$ cat src/rtl/add_seq_ctrl.sv
// Serial adder: one WIDTH-bit slice per cycle, LSB first; result valid NSLICE cycles after accept, held until out_ready.
// Accepts only in IDLE (in_ready low in RUN/DONE). ADD_SEQ_SUB_EN adds a sub input for a-b.
module add_seq_ctrl #(
  parameter int WIDTH  = 4,
  parameter int NSLICE = 4
) (
  input  logic                    clk,
  input  logic                    rst_n,
  input  logic                    in_valid,
  output logic                    in_ready,
  input  logic [WIDTH*NSLICE-1:0] a,
  input  logic [WIDTH*NSLICE-1:0] b,
`ifdef ADD_SEQ_SUB_EN
  input  logic                    sub,
`endif
  output logic                    out_valid,
  input  logic                    out_ready,
  output logic [WIDTH*NSLICE-1:0] sum,
  output logic                    cout,
  output logic                    busy
);

  localparam int OPW = WIDTH * NSLICE;
  localparam int CW  = (NSLICE > 1) ? $clog2(NSLICE) : 1;

  typedef enum logic [1:0] {IDLE, RUN, DONE} state_t;

  state_t         r_state;
  state_t         w_state_nxt;
  logic [OPW-1:0] r_a_sh;
  logic [OPW-1:0] r_b_sh;
  logic [OPW-1:0] r_sum;
  logic           r_carry;
  logic           r_cout;
  logic           r_out_valid;
  logic [CW-1:0]  r_cnt;
  logic [WIDTH:0] w_add;
  logic [OPW-1:0] w_sum_nxt;
  logic           w_accept;
  logic           w_last;
  logic           w_sub;

`ifdef ADD_SEQ_SUB_EN
  assign w_sub = sub;
`else
  assign w_sub = 1'b0;
`endif

  assign w_accept = in_valid && (r_state == IDLE);
  assign w_last   = (r_state == RUN) && (r_cnt == CW'(NSLICE - 1));
  assign w_add    = {1'b0, r_a_sh[WIDTH-1:0]} + {1'b0, r_b_sh[WIDTH-1:0]}
                  + {{WIDTH{1'b0}}, r_carry};

  // Each slice enters at the top so the first one lands in the LSBs after NSLICE shifts.
  generate
    if (NSLICE == 1) begin : g_single
      assign w_sum_nxt = w_add[WIDTH-1:0];
    end else begin : g_multi
      assign w_sum_nxt = {w_add[WIDTH-1:0], r_sum[OPW-1:WIDTH]};
    end
  endgenerate

  always_ff @(posedge clk or negedge rst_n) begin
    if (!rst_n) r_state <= IDLE;
    else        r_state <= w_state_nxt;
  end

  always_comb begin
    w_state_nxt = r_state;
    case (r_state)
      IDLE:    if (in_valid)  w_state_nxt = RUN;
      RUN:     if (w_last)    w_state_nxt = DONE;
      DONE:    if (out_ready) w_state_nxt = IDLE;
      default:                w_state_nxt = IDLE;
    endcase
  end

  always_ff @(posedge clk or negedge rst_n) begin
    if (!rst_n) begin
      r_a_sh      <= '0;
      r_b_sh      <= '0;
      r_sum       <= '0;
      r_carry     <= 1'b0;
      r_cout      <= 1'b0;
      r_out_valid <= 1'b0;
      r_cnt       <= '0;
    end else if (w_accept) begin
      // Subtraction is a + ~b + 1: invert b on capture and seed the carry.
      r_a_sh  <= a;
      r_b_sh  <= w_sub ? ~b : b;
      r_carry <= w_sub;
      r_cnt   <= '0;
    end else if (r_state == RUN) begin
      r_a_sh  <= r_a_sh >> WIDTH;
      r_b_sh  <= r_b_sh >> WIDTH;
      r_carry <= w_add[WIDTH];
      r_cnt   <= r_cnt + 1'b1;
      r_sum   <= w_sum_nxt;
      if (w_last) begin
        r_cout      <= w_add[WIDTH];
        r_out_valid <= 1'b1;
      end
    end else if ((r_state == DONE) && out_ready) begin
      r_out_valid <= 1'b0;
    end
  end

  assign in_ready  = (r_state == IDLE);
  assign busy      = (r_state != IDLE);
  assign out_valid = r_out_valid;
  assign sum       = r_sum;
  assign cout      = r_cout;

endmodule

$ cat config.mk
export PLATFORM = sky130hd
export DESIGN_NAME = add_seq_ctrl
export DESIGN_NICKNAME = d
export VERILOG_FILES = /design/src/rtl/add_seq_ctrl.sv
export SDC_FILE = /design/constraint.sdc
export NUM_CORES = 1
export LEC_CHECK = 0
export CAP_MARGIN = 30
export CORE_MARGIN = 1.5
export CORE_UTILIZATION = 49
export DETAILED_ROUTE_END_ITERATION = 12
export PLACE_DENSITY = 0.75
export SYNTH_ARGS = -nofsm -noshare
export SYNTH_HDL_FRONTEND = slang
export SYNTH_SLANG_ARGS = --single-unit
$ cat constraint.sdc
create_clock -name clk -period 1.71 [get_ports clk]
set_input_delay 0.342 -clock clk [delete_from_list [all_inputs] [get_ports clk]]
set_output_delay 0.342 -clock clk [all_outputs]
set_load 0.02 [all_outputs]
### After elaboration in Yosys (flattened, before gate mapping)

Index checks and enable logic that the tools add are counted.

| word-level totals | value |
|---|---|
| input bits | 36 |
| word-level logic and storage cells | 44 |
| output and inout bits | 20 |
| register bits | 55 |

| cells by class | value |
|---|---|
| mux-type cells | 15 |
| bitwise gates (word level) | 1 |
| add/sub/neg operators | 3 |
| reductions and logical operators | 11 |
| eq/ne operators | 6 |

Operators by type and width:

| cell | count |
|---|---|
| 2-to-1 mux 16 bit | 4 |
| 2-to-1 mux 2 bit | 5 |
| AND reduction 3 bit | 3 |
| inequality test 2 bit, second input constant | 3 |
| one-hot mux 2 bit (3 select lines) | 1 |
| nonzero test 2 bit | 3 |
| adder 4 x 4 -> 5 bit | 1 |
| adder 5 x 1 -> 5 bit | 1 |
| 2-to-1 mux 1 bit | 5 |
| equality test 2 bit, second input constant | 2 |
| logical AND 1 bit | 3 |
| adder 2 x 1 -> 2 bit, second input constant | 1 |
| equality test 2 x 1 -> 1 bit, second input constant | 1 |
| logical NOT 2 bit | 1 |
| AND reduction 2 bit | 1 |
| NOT 1 bit | 1 |

### Longest topological paths before layout

Gate-level depths: netlist of run 1.

| depth | value |
|---|---|
| depth after elaboration | 4 |
| mapped depth | 6 |
| gate-level depth less buffers | 6 |

### Least setup slack after synthesis of run 1

OpenSTA, ideal clock, no wires.

| timing | value |
|---|---|
| kind | register to register |
| start point | reg r_a_sh[0] |
| end point | reg r_cout, in the netlist cout |
| stages on the path, launching flop included | 7 |
| path buffers | 0 |
| arrival time | 1.365 ns |
| setup slack | 0.215 ns |
| required time | 1.580 ns |
| cells stage by stage | dfrtp_1 > fa_1 > inv_1 > fa_1 > nand2b_1 > o2bb2ai_1 > a31oi_1 |

| on the way | value |
|---|---|
| cells in the longest elaborated chain, start to end | 2 |

RTL lines:

| item | line | source |
|---|---|---|
| start, declared | 30 | `logic [OPW-1:0] r_a_sh;` |
| start signal, assigned | 94 | `r_a_sh <= r_a_sh >> WIDTH;` |
| adder 4 x 4 -> 5 bit | 51 | `assign w_add = {1'b0, r_a_sh[WIDTH-1:0]} + {1'b0, r_b_sh[WIDTH-1:0]}` |
| adder 5 x 1 -> 5 bit | 52 | `+ {{WIDTH{1'b0}}, r_carry};` |
| end signal, assigned | 100 | `r_cout <= w_add[WIDTH];` |
| end, declared | 34 | `logic r_cout;` |

Every way passes these cells.
A chain may end at the register's enable or synchronous reset.

### Worst setup path in the final report of run 1

| timing | value |
|---|---|
| start point | reg r_sum[15], in the netlist sum[15] |
| end point | out sum[15] |

RTL lines:

| item | line | source |
|---|---|---|
| start, declared | 32 | `logic [OPW-1:0] r_sum;` |
| start signal, assigned | 98 | `r_sum <= w_sum_nxt;` |
| end, declared | 18 | `output logic [WIDTH*NSLICE-1:0] sum,` |

No word-level cell between the ends.

==> impl_summary.md, run 1 <==
Run status
The flow ran to the end, and the final reports show no timing, DRC or antenna violations.

Min path
The path type of the worst min-delay path is input pin to async pin.

Detailed routing
The number of vias after detailed routing is 1910. For this block, the initial DRC count from the detailed router was 160. The ratio of routed vias to standard cells is roughly 5.1. After detailed routing, the average wire length per cell comes to around 13 um.

The first TritonRoute pass finished after 4 iterations. Wires add up to between 4 and 5 mm. The count of nets left with antenna violations after detail routing is 0.

After detailed routing, the number of remaining DRC violations is 0.

Clocking
The CTS clock-pin slew for the worst setup and hold paths is ~90 ps. The clock sink count is 55. The number of clock buffers added by TritonCTS is 5. The clock latency at the later pin of the worst-skew pair is 320 ps.

The largest buffer count on any clock path is 2. In this run, post-CTS hold repair placed 0 buffers. The tree is rooted in a clkbuf_8. The H-tree generated during clock tree synthesis spans 2 levels.

The clock tree from TritonCTS is built.

Global routing
The number of antenna violations at the first check in global routing is 0. Global routing finished with a remaining overflow of 0. The number of global-route vias before repair was approximately 1900.

The first-pass GRT wire length is 8.34 mm. The global routing usage summed across all routing layers is approximately a fifth. The maximum number of pins on one net before global-route repair is between 50 and 60.

Pwr
Summing internal, switching and leakage power gives ~5.8 mW. The leakage power is approximately 1.5 nW. The maximum vdd ir drop is slightly below 0.0007 V. For this design the ratio of total power to cell area is 1820 mW/mm^2.

Timing
The measured slew at the worst slew-check pin is 295 ps. The number of failing setup endpoints in the final timing report is 0. The worst path meets setup with a little over 50 ps of slack. Timing would allow up to 603 MHz. The number of endpoints with negative hold slack in the final report was 0. Of the available clock period, the critical path in the final layout requires approximately 97%. The worst pin sits at a relative slew slack of roughly four fifths. The max-slew violation count is 0. The clock period minus final worst setup slack is 1660 ps. The worst clock skew is between 7 and 8 ps.

Floorplanning
The area of the die is about 0.0054 sq mm. The area inside the core boundary is 0.00475 sq mm. For this configuration, the core starts out at a cell density of 51.2%.

After floorplanning, the core was divided into 25 placement rows. The floorplan step set the die height to between 70 and 80 um. The I/O pin count is 56. The horizontal extent of the die is roughly 73 um.

Place
The weighted congestion at the end of routability-driven global placement is around 0.7. The count of input and output buffers is 55. The half-perimeter wire length of the detailed placement result is between 3 and 4 mm. Timing analysis after detailed placement gives a worst setup slack of 91.2 ps.

Worst setup path
The arrival time at the worst endpoint is between 1000 and 1500 ps. The type of element capturing the critical path is an output port. The kind of cell with the highest combined delay on the critical path is buffers and inverters.

The worst setup path is of the register to output port kind. The critical path goes through clkdlybuf4s50_1. Data on the critical path is required at its endpoint by around 1400 ps. For this run, the slowest stage of the critical path takes a little over 600 ps. The element type at the critical path start is a register.

The library cell contributing the largest single delay on the critical path is clkdlybuf4s50_1. The worst-path maximum fanout is 3. The number of buffers and inverters on the critical path is 1.

Synth
The most used flip-flop cell after synthesis is dfrtp_1. For this run, the number of Yosys warnings is 0. The async set-reset flop share out of synthesis is 100%. The cell count after synthesis came out at ~250.

The average size of a mapped cell is around 9.6 sq um. The net count of the mapped netlist is approximately 300. After synthesis the cells add up to 0.00243 sq mm. The number of different library cells used by synthesis comes to 30. The synthesized design contains 0 enable-type register cells.

The sequential cell area fraction in the yosys report is a little under three fifths. The number of flip-flops and latches in the synthesized netlist is 55.

Cells and area
The area growth from synthesis to layout is 30.5%. The total of fill cells in the finished design is approximately 410. At the end of the flow, the number of nets in the layout was 350. The number of antenna repair diodes is 0. The area of the multi-input gates is about 940 sq um.

At the end of the flow the core is filled with cells to between 60% and 70%. Of the cells placed in the final design, the portion with a size suffix greater than 1 is 7.44%. The area occupied by registers is 0.00138 sq mm.

Flow run
The number of maximum-capacitance violations is 0.
[state kept, by name (all words and copies together) (netlist names)]
name and count:
r_b_sh 16, r_state 2, sum 16, out_valid 1, r_cnt 2, r_a_sh 16
cout 1, r_carry 1
[worst paths after layout]
path                                       startpoint             endpoint  slack (ps)  depth (start not counted)
worst min register to register     sum[1]$_DFFE_PN0P_   sum[1]$_DFFE_PN0P_         480                          2
worst max register to register  r_a_sh[0]$_DFFE_PN0P_  r_carry$_DFFE_PN0P_          90                          6
max in group asynchronous                       rst_n  sum[12]$_DFFE_PN0P_        1450                          2
worst max-delay path              sum[15]$_DFFE_PN0P_              sum[15]          50                          1
worst min-delay path                            rst_n   sum[3]$_DFFE_PN0P_           5                          2
min in group clk                   sum[1]$_DFFE_PN0P_   sum[1]$_DFFE_PN0P_         480                          2
[per-stage QoR]
step / cells / hold slack [ps] / TNS (ps) / instance area, sq um
after floorplan: 253 / 46.4 / 0 / 2430
after global placement: 367 / 363 / 0 / 3070
after detailed placement: 367 / 364 / 0 / 3070
after CTS: 375 / 27.7 / 0 / 3160
after global routing: 376 / 31.7 / -11.4 / 3170
final: 376 / 4.57 / 0 / 3170
[area by class of cell]
| type | count | area share, % |
|---|---|---|
| flip-flops and latches | 55 | 43.4 |
| repair buffers | 64 | 20.9 |
| clock buffers | 5 | 2.17 |
| clock inverters | 3 | 0.631 |
| multi-input cells | 176 | 29.6 |
| inverters | 6 | 0.710 |
| well taps | 67 | 2.64 |
[cell families after synthesis]
family,Yosys count,synth area share [%]
AOI/OAI and AO/OA,48,13.3
xor gates and xnor gates,1,0.360
adders and majority gates,6,3.70
buffers and inverters,22,5.25
DFF,55,56.6
and+or+nand+nor,121,20.8
[worst reg2reg max path: stages (launching register included)]
cell,delay (ps)
dfrtp_1,410
fa_1,440
inv_1,90
fa_2,210
nand2b_1,110
o2bb2ai_1,130
o22ai_1,110
[power breakdown]
group          internal, mW  total [mW]  switching (mW)
Sequential             1.87        2.21           0.342
Combinational          1.25        2.83            1.58
Clock                 0.286       0.719           0.433
Total                  3.40        5.76            2.36
[placed cells by master (no fill, tap or decap), drive strengths merged, types with 2 or more instances in the layout]
| cell type | netlist | final |
|---|---|---|
| nand2 | 109 | 109 |
| dfrtp | 55 | 55 |
| clkdlybuf4s50 | 0 | 51 |
| a22oi | 24 | 24 |
| o21ai | 14 | 14 |
| buf | 14 | 10 |
| inv | 6 | 6 |
| clkbuf | 2 | 5 |
| ha | 4 | 4 |
| nor2 | 3 | 3 |
| a21oi | 3 | 3 |
| nor4bb | 2 | 2 |
| clkinvlp | 0 | 2 |
| dlygate4sd2 | 0 | 2 |
| nand2b | 2 | 2 |
| o21bai | 2 | 2 |
| fa | 2 | 2 |
[synth_stat cells (2+ instances only)]
| cell type | count | area (sq um) |
|---|---|---|
| a22oi_1 | 24 | 180 |
| nand2_1 | 109 | 409 |
| buf_6 | 4 | 45.0 |
| a21oi_1 | 3 | 15.0 |
| inv_1 | 6 | 22.5 |
| ha_1 | 4 | 50.1 |
| buf_2 | 9 | 45.0 |
| nor2_1 | 3 | 11.3 |
| clkbuf_1 | 2 | 7.51 |
| o21ai_0 | 2 | 10.0 |
| dfrtp_1 | 55 | 1380 |
| nor4bb_1 | 2 | 20.0 |
| fa_1 | 2 | 40.0 |
| o21ai_1 | 12 | 60.1 |
[routing by layer]
| metal | vias to the layer above | track usage, % | wire, um |
|---|---|---|---|
| li1 | 943 | - | - |
| met1 | 899 | 26.1 | 2130 |
| met2 | 63 | 33.0 | 2310 |
| met3 | 5 | 5.90 | 301 |
| met4 | 0 | 5.35 | 40 |
| met5 | - | 0 | 0 |
[timing repair]
item                                    in CTS  in global routing
resized for setup                            2                  2
endpoints found under the setup margin       2                  3
buffers inserted                             0                  1
Power figures use the tool's default switching activity.
==> run 2: changes to the inputs <==
--- a/config.mk
+++ b/config.mk
@@ -9,7 +9,9 @@
 export CORE_MARGIN = 1.5
 export CORE_UTILIZATION = 49
 export DETAILED_ROUTE_END_ITERATION = 12
+export MAX_ROUTING_LAYER = met4
 export PLACE_DENSITY = 0.75
+export REMOVE_ABC_BUFFERS = 1
 export SYNTH_ARGS = -nofsm -noshare
 export SYNTH_HDL_FRONTEND = slang
 export SYNTH_SLANG_ARGS = --single-unit
==> impl_summary.md, run 2 (same netlist as run 1, synthesis figures left out) <==
Cells and area
The share of post-route cells with drive strength above 1 was 7.79% (was 7.44%). The synthesis-to-finish area growth is 31.0% (was 30.5%). The number of antenna repair diodes is 0 (unchanged).

The number of nets in the layout was 349 (was 350). The core utilization of the finished layout was 67.0% (was 66.7%). The total non-filler cell area in the finished layout was 0.00319 sq mm (was 0.00317 sq mm). The total of fill cells in the finished design is 422 (was 414). Most used cells in the layout excluding fill and tap cells: nand2_1, dfrtp_1, clkdlybuf4s50_1 (unchanged).

The number of standard cells in the layout, taps in and fillers out is 375 (was 376). The leading cell type in the layout, fill and taps excluded was nand2_1 (unchanged).

Detailed routing
The number of DRC violations after detailed routing is 0 (unchanged). The detailed-route wire length came to 4.65 mm (was 4.78 mm). The ratio of routed vias to standard cells came to 5.05 (was 5.08). The initial DRC count is 71 (was 160). The number of search-and-repair iterations in the first detailed-routing pass is 4 (unchanged).

The number of vias after detailed routing is 1894 (was 1910). The count of nets left with antenna violations after detail routing came to 0 (unchanged). The average wire per cell in the routed design is 12.4 um (was 12.7 um).

Worst setup path
The startpoint of the worst-slack reg-to-reg timing path is r_a_sh[0]$_DFFE_PN0P_ (unchanged). The kind of cell with the highest combined delay on the critical path is buffers and inverters (unchanged). The worst stage delay on the critical path is 620 ps (was 610 ps). The count of buffer and inverter cells on the critical path was 1 (unchanged). The type of element capturing the critical path is an output port (unchanged). The required arrival time at the worst endpoint is 1370 ps (about the same). The critical path class is register to output port (unchanged).

Cell chain of the critical path: clkdlybuf4s50_1 (unchanged). The worst-path maximum fanout is 3 (unchanged). The element type at the critical path start is a register (unchanged). The first element of the critical path is sum[13]$_DFFE_PN0P_ (was sum[15]$_DFFE_PN0P_).

The arrival time at the worst endpoint is 1300 ps (was 1320 ps). The library cell contributing the largest single delay on the critical path is clkdlybuf4s50_1 (unchanged).

Clocking
The cell at the root of the clock tree is clkbuf_8 (unchanged). The count of H-tree levels built during CTS is 2 (unchanged). The number of hold buffers added after cts is 0 (unchanged). The largest buffer count on any clock path came to 2 (unchanged). The CTS clock-pin slew for the worst setup and hold paths is 90 ps (about the same).

The clock sink count is 55 (unchanged). The clock tree from TritonCTS is built (unchanged). The number of buffers created by CTS is 5 (unchanged).

The clock latency at the later pin of the worst-skew pair is 300 ps (was 320 ps).

Timing
The smallest setup slack after layout is 63.1 ps (was 51.4 ps). The max-slew violation count came to 0 (unchanged). The worst clock skew is 5.79 ps (was 7.37 ps). Setup repair after global routing left no endpoint under its margin. The ratio of final minimum period to clock period is 96.3% (was 97.0%). The achievable clock frequency is 607 MHz (was 603 MHz). The clock period minus final worst setup slack was 1650 ps (was 1660 ps). The number of endpoints with negative hold slack in the final report was 0 (unchanged). The measured slew at the worst slew-check pin is 291 ps (was 295 ps). The worst hold slack is 15.6 ps (was 4.57 ps). The number of failing setup endpoints in the final timing report is 0 (unchanged). The relative slew slack is 80.6% (was 80.3%).

Global routing
The global-route layer with the greatest usage is met2 (unchanged). The global routing usage summed across all routing layers is 20.4% (was 20.1%). The number of antenna violations at the first check in global routing is 0 (unchanged). The routing usage on met1 is 25.6% (was 26.1%). The global routing usage on met2 is 33.2% (was 33.0%). The maximum number of pins on one net before global-route repair is 56 (unchanged).

The overflow left after global routing is 0 (unchanged). The number of global-route vias before repair was 1809 (was 1853). The first-pass GRT wire length is 8.22 mm (was 8.34 mm).

The met3 demand-to-capacity share in global routing is 5.08% (was 5.90%).

Floorplanning
The I/O pin count came to 56 (unchanged). The area of the die is 0.00540 sq mm (unchanged). The number of placement rows is 25 (unchanged). The horizontal extent of the die is 73.5 um (unchanged). The area inside the core boundary is 0.00475 sq mm (unchanged). The effective utilization at floorplan came to 51.2% (unchanged).

The die span in y was 73.5 um (unchanged).

Pwr
The clock group share of total power is 14.9% (was 12.5%). The cell-internal power is 3.56 mW (was 3.40 mW). The maximum vdd ir drop is 0.000758 V (was 0.000684 V).

The leakage power is 1.52 nW (about the same). The switching power share of the total is 39.4% (was 40.9%). The power dissipated by switching net loads is 2.31 mW (was 2.36 mW). The power share of the combinational group is 47.6% (was 49.2%).

The sequential group share of total power is 37.5% (was 38.3%). The total power per unit cell area was 1840 mW/mm^2 (was 1820 mW/mm^2).

Place
The weighted congestion at the end of routability-driven global placement came to 0.726 (was 0.719). The worst setup timing slack at the placement stage is 97.4 ps (was 91.2 ps). The number of placed instances with taps included is 367 (unchanged).

The half-perimeter wire length of the detailed placement result is 3.12 mm (was 3.16 mm). The cell area after placement came to 0.00306 sq mm (was 0.00307 sq mm). The count of input and output buffers was 55 (unchanged).

Min path
The path type of the worst min-delay path is input pin to async pin (unchanged).

Flow run
The number of maximum-capacitance violations is 0 (unchanged).

Run status
Outcome: finished clean (unchanged).
run 2: worst paths after layout:
| check | cells past startpoint | end | slack [ps] |
|---|---|---|---|
| worst max-delay path | 1 | sum[13] | 60 |
| worst min-delay path | 2 | sum[6]$_DFFE_PN0P_ | 20 |
| worst max register to register | 6 | r_carry$_DFFE_PN0P_ | 140 |
| worst min register to register | 2 | sum[2]$_DFFE_PN0P_ | 480 |
| max in group asynchronous | 2 | r_a_sh[0]$_DFFE_PN0P_ | 1450 |
| min in group clk | 2 | sum[2]$_DFFE_PN0P_ | 480 |
run 2: worst reg2reg max path: stages (launching register included):
cell,delay (ps)
dfrtp_1,420
fa_2,400
inv_1,80
fa_2,210
nand2b_1,100
o2bb2ai_1,130
o22ai_1,110
run 2: cell type report:
class / instances / area, sq um / share of cell area [%]
inverters: 6 / 22.5 / 0.707
clock inverters: 2 / 35.0 / 1.10
repair buffers: 63 / 641 / 20.1
clock buffers: 6 / 82.6 / 2.59
well taps: 67 / 83.8 / 2.63
flip-flops and latches: 55 / 1380 / 43.2
multi-input cells: 176 / 945 / 29.7
run 2: per-layer routing:
layer | vias to the layer above | part of all wire (%) | wire [um]
met1 | 894 | 46 | 2130
met5 | - | 0 | 0
met2 | 51 | 49 | 2270
met4 | 0 | 0.92 | 43
met3 | 5 | 4.5 | 210
li1 | 944 | - | -
run 2: power by group through the flow:
| stage | Combinational [mW] | Clock [mW] | Sequential (mW) |
|---|---|---|---|
| 6_report | 2.79 | 0.878 | 2.20 |
| 5_1_grt | 3.13 | 0.969 | 2.27 |
| 4_1_cts | 2.80 | 0.905 | 2.20 |
| 3_5_place_dp | 2.81 | 0 | 2.23 |
| 3_3_place_gp | 2.73 | 0 | 2.21 |
| 2_1_floorplan | 1.43 | 0 | 2.42 |
run 2: repair_timing:
item                                   4_1_cts  5_1_grt
pin swaps                                    0        0
buffers inserted                             0        0
setup endpoints to repair                    2        3
resized for setup                            2        3
cloned                                       0        0
endpoints found under the hold margin        0        0
run 2: stage by stage:
step	total power [mW]	setup TNS, ps
after floorplan	3.85	-26090
after global placement	4.94	0
after detailed placement	5.04	0
after CTS	5.90	0
after global routing	6.37	0
final	5.87	0
